--- config.mk ---
export PLATFORM = sky130hd
export DESIGN_NAME = fifo_sync_cfg
export DESIGN_NICKNAME = d
export VERILOG_FILES = /design/src/rtl/fifo_cfg_pkg.sv /design/src/rtl/fifo_ram.sv /design/src/rtl/fifo_sync_cfg.sv
export SDC_FILE = /design/constraint.sdc
export NUM_CORES = 1
export LEC_CHECK = 0
export CAP_MARGIN = 30
export CORE_MARGIN = 2
export CORE_UTILIZATION = 24
export CTS_BUF_LIST = sky130_fd_sc_hd__clkbuf_4 sky130_fd_sc_hd__clkbuf_8 sky130_fd_sc_hd__clkbuf_16
export CTS_CLUSTER_SIZE = 25
export DETAILED_ROUTE_END_ITERATION = 8
export PLACE_DENSITY = 0.45
export SETUP_SLACK_MARGIN = 0.4
export SKIP_CTS_REPAIR_TIMING = 1
export SLEW_MARGIN = 20
export SYNTH_ARGS = -nofsm -noshare
export SYNTH_HDL_FRONTEND = slang
export SYNTH_SLANG_ARGS = --single-unit
--- constraint.sdc ---
create_clock -name clk -period 4.5 [get_ports clk]
set_input_delay 1.125 -clock clk [delete_from_list [all_inputs] [get_ports clk]]
set_output_delay 1.125 -clock clk [all_outputs]
set_load 0.02 [all_outputs]
--- src/rtl/fifo_cfg_pkg.sv ---
// rtl/fifo_cfg_pkg.sv - shared read-mode type and default geometry for fifo_sync_cfg
package fifo_cfg_pkg;

    typedef enum logic {
        FIFO_STD  = 1'b0,
        FIFO_FWFT = 1'b1
    } fifo_mode_e;

    localparam int FIFO_WIDTH_DEF = 16;
    localparam int FIFO_DEPTH_DEF = 8;

endpackage

--- src/rtl/fifo_ram.sv ---
// rtl/fifo_ram.sv - FIFO storage array, synchronous write and asynchronous read
module fifo_ram #(
    parameter int WIDTH = 16,
    parameter int DEPTH = 8,
    parameter int AW    = $clog2(DEPTH)
) (
    input  logic             clk,
    input  logic             we,
    input  logic [AW-1:0]    waddr,
    input  logic [WIDTH-1:0] wdata,
    input  logic [AW-1:0]    raddr,
    output logic [WIDTH-1:0] rdata
);

    // Not reset: stale entries are never presented because reads are gated by occupancy.
    logic [WIDTH-1:0] mem [DEPTH];

    always_ff @(posedge clk) begin
        if (we) begin
            mem[waddr] <= wdata;
        end
    end

    assign rdata = mem[raddr];

endmodule

--- src/rtl/fifo_sync_cfg.sv ---
// rtl/fifo_sync_cfg.sv - single-clock FIFO with selectable read mode and programmable thresholds
module fifo_sync_cfg
    import fifo_cfg_pkg::*;
#(
    parameter int         FIFO_WIDTH = FIFO_WIDTH_DEF,
    parameter int         FIFO_DEPTH = FIFO_DEPTH_DEF,
    parameter fifo_mode_e MODE       = FIFO_STD,
    localparam int        AW         = $clog2(FIFO_DEPTH),
    localparam int        CW         = AW + 1
) (
    input  logic                  clk,
    input  logic                  rst,
    input  logic [FIFO_WIDTH-1:0] data_in,
    input  logic                  wr_en,
    input  logic                  rd_en,
    input  logic [CW-1:0]         ae_thresh,
    input  logic [CW-1:0]         af_thresh,
    output logic [FIFO_WIDTH-1:0] data_out,
    output logic                  rd_valid,
    output logic                  wr_ack,
    output logic                  overflow,
    output logic                  underflow,
    output logic [CW-1:0]         count,
    output logic                  empty,
    output logic                  almost_empty,
    output logic                  half_full,
    output logic                  almost_full,
    output logic                  full
);

    localparam logic [CW-1:0] DEPTH_C = CW'(FIFO_DEPTH);
    localparam logic [CW-1:0] HALF_C  = CW'(FIFO_DEPTH / 2);

    logic [AW-1:0]         wr_ptr;
    logic [AW-1:0]         rd_ptr;
    logic [CW-1:0]         count_q;
    logic [CW-1:0]         ae_eff;
    logic [CW-1:0]         af_eff;
    logic                  wr_accept;
    logic                  rd_accept;
    logic [FIFO_WIDTH-1:0] ram_rdata;

    assign count        = count_q;
    assign empty        = (count_q == '0);
    assign full         = (count_q == DEPTH_C);
    assign half_full    = (count_q >= HALF_C);
    assign ae_eff       = (ae_thresh > DEPTH_C) ? DEPTH_C : ae_thresh;
    assign af_eff       = (af_thresh > DEPTH_C) ? DEPTH_C : af_thresh;
    assign almost_empty = (count_q <= ae_eff);
    assign almost_full  = (count_q >= af_eff);

    // A full FIFO still takes a write when a read frees the slot in the same cycle.
    assign rd_accept = rd_en && !empty;
    assign wr_accept = wr_en && (!full || rd_accept);

    always_ff @(posedge clk or posedge rst) begin
        if (rst) begin
            wr_ptr    <= '0;
            rd_ptr    <= '0;
            count_q   <= '0;
            wr_ack    <= 1'b0;
            overflow  <= 1'b0;
            underflow <= 1'b0;
        end else begin
            if (wr_accept) wr_ptr <= wr_ptr + AW'(1);
            if (rd_accept) rd_ptr <= rd_ptr + AW'(1);
            case ({wr_accept, rd_accept})
                2'b10:   count_q <= count_q + CW'(1);
                2'b01:   count_q <= count_q - CW'(1);
                default: count_q <= count_q;
            endcase
            wr_ack    <= wr_accept;
            overflow  <= wr_en && !wr_accept;
            underflow <= rd_en && !rd_accept;
        end
    end

    fifo_ram #(
        .WIDTH (FIFO_WIDTH),
        .DEPTH (FIFO_DEPTH),
        .AW    (AW)
    ) u_ram (
        .clk   (clk),
        .we    (wr_accept),
        .waddr (wr_ptr),
        .wdata (data_in),
        .raddr (rd_ptr),
        .rdata (ram_rdata)
    );

    generate
        if (MODE == FIFO_FWFT) begin : g_fwft
            assign data_out = empty ? '0 : ram_rdata;
            assign rd_valid = !empty;
        end else begin : g_std
            logic [FIFO_WIDTH-1:0] data_q;
            logic                  valid_q;

            always_ff @(posedge clk or posedge rst) begin
                if (rst) begin
                    data_q  <= '0;
                    valid_q <= 1'b0;
                end else begin
                    valid_q <= rd_accept;
                    if (rd_accept) data_q <= ram_rdata;
                end
            end

            assign data_out = data_q;
            assign rd_valid = valid_q;
        end
    endgenerate

endmodule

==> flow_summary.toml, run 1 <==
[synthesis]
yosysMostFrequentCell = "edfxtp_1"
yosys_warnings = 0
synth_commonest_cells = "edfxtp_1, mux4_2, dfrtp_1, nand2_1, mux2i_1"
synth_top_family_by_area = "multiplexers"
synth-simple-area-share_pct = 4.10
synthArstFlopShare_pct = 19.0
synth_mux_area_share_pct = 14.5
synth_edf_count = 128
synthFlopType = "edfxtp_1"
syn_avg_cell_area_sq_um = 18.8
yosysTopAreaCellShare_pct = 60.9
synthDistinctLibCells = 36
synth_xor_area_share_pct = 1.11
synth_compound_area_share_pct = 3.21
synth_nets = 376
seq_area_frac_synth_pct = 72.8
ys_top_cells_by_area = "edfxtp_1, dfrtp_1, mux4_2"
yosysTopAreaCell = "edfxtp_1"
ys_seq_elements = 158
syn_area_sq_um = 6310
yosys.area_share.adder_pct = 2.70
synth_cells = 335

[clock_tree]
cts_root_buf = "clkbuf_16"
numCtsBuffers = 17
clkLatencyLatePin_ns = 0.42
cts_max_path_buffers = 2
clk_pin_slew_ns = 0.06
h-tree-depth = 4
cts_tree = "built"
cts.sinks = 158

[hold_path]
hold_path_class = "reg -> reg"
whs_path_depth = 2

[sta]
setup-violations-final = 0
fmax_mhz = 252
min_period_ns = 3.96
fin_tns_setup_ns = 0
fin_skew_ns = 0.00805
timing_hold_violations_final = 0
setup_ws_ns = 0.537
timing.hold.ws_ns = 0.478
min_period_over_period_pct = 88.1
slew_headroom_pct = 36.8
tightest_slew_ns = 0.948
rsz0062_at_grt = "yes"
maxSlewViolCount = 0

[layout]
area_growth_pct = 26.9
final_nets = 452
num-fill-cells = 2500
drive_gt1_share_pct = 22.9
diodes = 0
seq_area_sq_um = 4600
multi_input_area_sq_um = 1640

[critical_path]
worst_setup_path_start_kind = "primary input"
cp.arrival_ns = 2.84
rr_worst_depth = 6
crit_fanout = 3
end_kind = "output port"
crit_type = "in -> out"
required_ns = 3.38

[outcome]
status = "completed"

[route]
first_pass_iters = 4
drc = 0
wl_per_cell_um = 17.6
via_per_inst = 4.20
via_count = 3187
drt.antenna.violating_nets = 0
drt_iter0_drc = 156
wl_um = 13400

[placed_design]
dp_slack_ns = 0.140
dpl.hpwl_um = 8330
routabilityCongestion = 0.709
port_buffers = 56

[flow_run]
max_cap_violations = 0

[die]
die_h_um = 166
rows = 59
start_util_pct = 24.4
die_x_um = 166
dieArea_sq_um = 27600
core_region_area_sq_um = 25900
io_pins = 57

[power]
ir_drop_uv = 240
p_leak_nw = 2.81
p_per_area_nw_per_um2 = 638

[global_route]
antenna_found_initial = 0
grt_overflow = 0
grt_max_degree = 37
track_usage_pct = 10.2
grt_pass1_vias = 3393
grt_pass1_wl_um = 20800
-- cells in the final DEF, fill, tap and decap left out, types with 4 or more instances in the layout --
cell	n
clkinv_4	4
xnor2_1	6
inv_1	7
mux2i_1	18
nand2_1	30
dfrtp_1	28
ha_1	12
buf_4	12
nor3_2	4
nor2_1	5
clkdlybuf4s50_1	54
o21ai_0	17
mux4_2	32
clkbuf_16	17
edfxtp_1	128
-- worst max-delay path, stage by stage --
cell and delay (ns):
clkdlybuf4s50_1 0.43, inv_1 0.10, nand2_1 0.07, ha_1 0.28, nor2b_1 0.14, o21a_1 0.16, o21a_1 0.16, o21ai_0 0.12
dlymetal6s2s_1 0.24
-- worst paths after layout --
path,from,endpoint,slack (ns)
hold reg to reg,data_out[11],data_out[11],0.48
setup reg to reg,count[3],u_ram.mem[3][4],2.04
max in group asynchronous,rst,rd_ptr[0],2.81
min in group asynchronous,rst,data_out[13],1.10
hold / removal,data_out[11],data_out[11],0.48
setup / recovery,ae_thresh[3],almost_empty,0.54
-- registers in the layout, indices dropped and copies added (netlist names) --
signal and count:
overflow 1, underflow 1, rd_ptr 3, u_ram.mem 128
count 4, data_out 16, wr_ptr 3, rd_valid 1
wr_ack 1
-- final cells by class --
type,count,share of cell area (%)
Clock inverter,11,1.67
Inverter,9,0.422
Clock buffer,21,5.77
Sequential cell,158,57.4
Tap cell,335,5.24
Timing Repair Buffer,71,8.94
Multi-Input combinational cell,154,20.5
-- through the flow --
stage | area (sq um) | instances | utilization [%] | total power [mW]
final | 8010 | 759 | 30.9 | 5.11
after global routing | 8010 | 759 | 30.9 | 5.41
after CTS | 8000 | 759 | 30.9 | 5.22
after detailed placement | 7400 | 727 | 28.6 | 3.77
after global placement | 7400 | 727 | 28.6 | 3.74
after floorplan | 6310 | 335 | - | 3.12
-- where the power goes --
part           switching (mW)  total, mW  internal [mW]  leakage (nW)
Combinational           0.707       1.50          0.795         0.990
Clock                   0.568       1.43          0.858         0.293
Sequential              0.296       2.18           1.88          1.52
Total                    1.57       5.11           3.54          2.81
-- routing by layer --
metal  track usage, %  part of all wire (%)  vias to the layer above  routed length [um]
met5                0                     0                        -                   0
met4             3.93                   1.2                        0                 165
met3             3.00                   4.3                       11                 578
met2             16.6                    50                       64                6650
met1             12.9                    45                     1649                5980
li1                 -                     -                     1463                   -
-- logic make-up after synthesis --
group | after synthesis
xor+xnor | 8
flops | 158
compound gates | 28
fa+ha+maj | 13
mux | 51
buf+inv | 23
simple gates | 54
Note: power is estimated with default switching activity, not from simulation.
==> inputs of run 2 (changes only) <==
Settings changed: RECOVER_POWER from default to 100.
==> flow_summary.toml, run 2 (synthesis results as in run 1) <==
[placed_design]
dp_slack_ns = 0.140
port_buffers = 56
dpl.hpwl_um = 8330
routabilityCongestion = 0.709
post-place-cells = 727

[route]
wl_per_cell_um = 17.5
drc = 0
drt.antenna.violating_nets = 0
drt_iter0_drc = 125
via_count = 3180
via_per_inst = 4.19
first_pass_iters = 4
wl_um = 13300

[critical_path]
worst_path_largest_cell_delay_ns = 0.43
crit_type = "in -> out"
worstPathCellList = "clkdlybuf4s50_1 > inv_1 > nand2_1 > ha_1 > nor2b_1 > o21a_1 > o21a_1 > o21ai_0 > clkbuf_1"
crit_fanout = 3
cp_num_buf_inv = 3
worst_setup_path_start_kind = "primary input"
cp.arrival_ns = 2.86
end_kind = "output port"
required_ns = 3.38
critPathMostFrequentCell = "o21a_1"
critical_path.top_delay_family = "buffers and inverters"
cp_slowest_cell = "clkdlybuf4s50_1"

[sta]
setup_ws_ns = 0.514
fin_tns_setup_ns = 0
min_period_ns = 3.99
setup-violations-final = 0
slew_headroom_pct = -13.2
tightest_slew_ns = 1.70
fin_skew_ns = 0.00717
rsz0062_at_grt = "yes"
maxSlewViolCount = 37
timing_hold_violations_final = 0
fmax_mhz = 251
timing.hold.ws_ns = 0.473
min_period_over_period_pct = 88.6

[global_route]
grt_pass1_vias = 3393
grt_pass1_wl_um = 20800
track_usage_pct = 10.2
grt_overflow = 0
grt_max_degree = 37
antenna_found_initial = 0

[layout]
instances_no_fill = 759
final_nets = 452
num-fill-cells = 2528
diodes = 0
final_cell_mix = "edfxtp_1, dlygate4sd3_1, mux4_2"
largest_reg_flops = 128
drive_gt1_share_pct = 17.5
top_register = "u_ram.mem"
area_growth_pct = 24.4
final_common_cell = "edfxtp_1"

[clock_tree]
clk_pin_slew_ns = 0.06
clkLatencyLatePin_ns = 0.42
cts_tree = "built"
cts.sinks = 158
cts_root_buf = "clkbuf_16"
cts_max_path_buffers = 2
numCtsBuffers = 17
h-tree-depth = 4

[die]
die_h_um = 166
rows = 59
dieArea_sq_um = 27600
core_region_area_sq_um = 25900
die_x_um = 166
io_pins = 57
start_util_pct = 24.4

[flow_run]
max_cap_violations = 1

[power]
p_leak_nw = 2.74
p_per_area_nw_per_um2 = 635
ir_drop_uv = 239
p_total_mw = 4.99

[outcome]
status = "complete, but fails checks"
violations = "max-capacitance violations, max-slew violations"

[hold_path]
hold_path_class = "reg -> reg"
[run 2: cell types whose count changed in the layout (fill, tap and decap cells not counted), moves of 2 or more]
cell / before / now
dlygate4sd3_1: 0 / 45
inv_2: 2 / 0
clkdlybuf4s50_1: 54 / 9
nor3_1: 0 / 4
buf_4: 12 / 2
dlymetal6s2s_1: 2 / 0
clkbuf_1: 0 / 14
nor3_2: 4 / 0
buf_12: 3 / 1
[run 2: cell type report]
class                           instances  area (sq um)  share of cell area, %
Clock buffer                           21           462                   5.88
Clock inverter                         11           134                   1.71
Inverter                                9          33.8                  0.430
Multi-Input combinational cell        154          1580                   20.1
Sequential cell                       158          4600                   58.5
Tap cell                              335           419                   5.34
Timing Repair Buffer                   71           628                   8.00
[run 2: path summary, 6_finish.rpt]
kind,startpoint,endpoint,slack [ns],depth (start not counted)
worst max-delay path,ae_thresh[3],almost_empty,0.51,9
worst min-delay path,data_out[11],data_out[11],0.47,2
worst max register to register,count[3],u_ram.mem[7][4],0.97,6
worst min register to register,data_out[11],data_out[11],0.47,2
max in group asynchronous,rst,rd_ptr[0],2.07,3
min in group asynchronous,rst,data_out[13],1.43,2
[run 2: through the flow]
stage / cell area, sq um / utilization (%)
floorplan: 6310 / -
global placement: 7400 / 28.6
detailed placement: 7400 / 28.6
CTS: 8000 / 30.9
global route: 7850 / 30.3
finish: 7850 / 30.3
[run 2: tightest hold or removal path, cell delays in order (launching register included)]
cell,delay (ns)
dfrtp_1,0.34
nand2_1,0.04
o21ai_0,0.06
[run 2: power by group]
part	leakage, nW	total [mW]	internal [mW]	switching, mW
Clock	0.293	1.42	0.857	0.566
Sequential	1.52	2.16	1.89	0.275
Combinational	0.924	1.40	0.702	0.701
Total	2.74	4.99	3.45	1.54
[run 2: layer usage]
| layer | track usage (%) | vias up | routed length [um] |
|---|---|---|---|
| li1 | - | 1461 | - |
| met1 | 12.9 | 1651 | 6100 |
| met2 | 16.6 | 60 | 6590 |
| met3 | 3.00 | 8 | 503 |
| met4 | 3.93 | 0 | 122 |
| met5 | 0 | - | 0 |
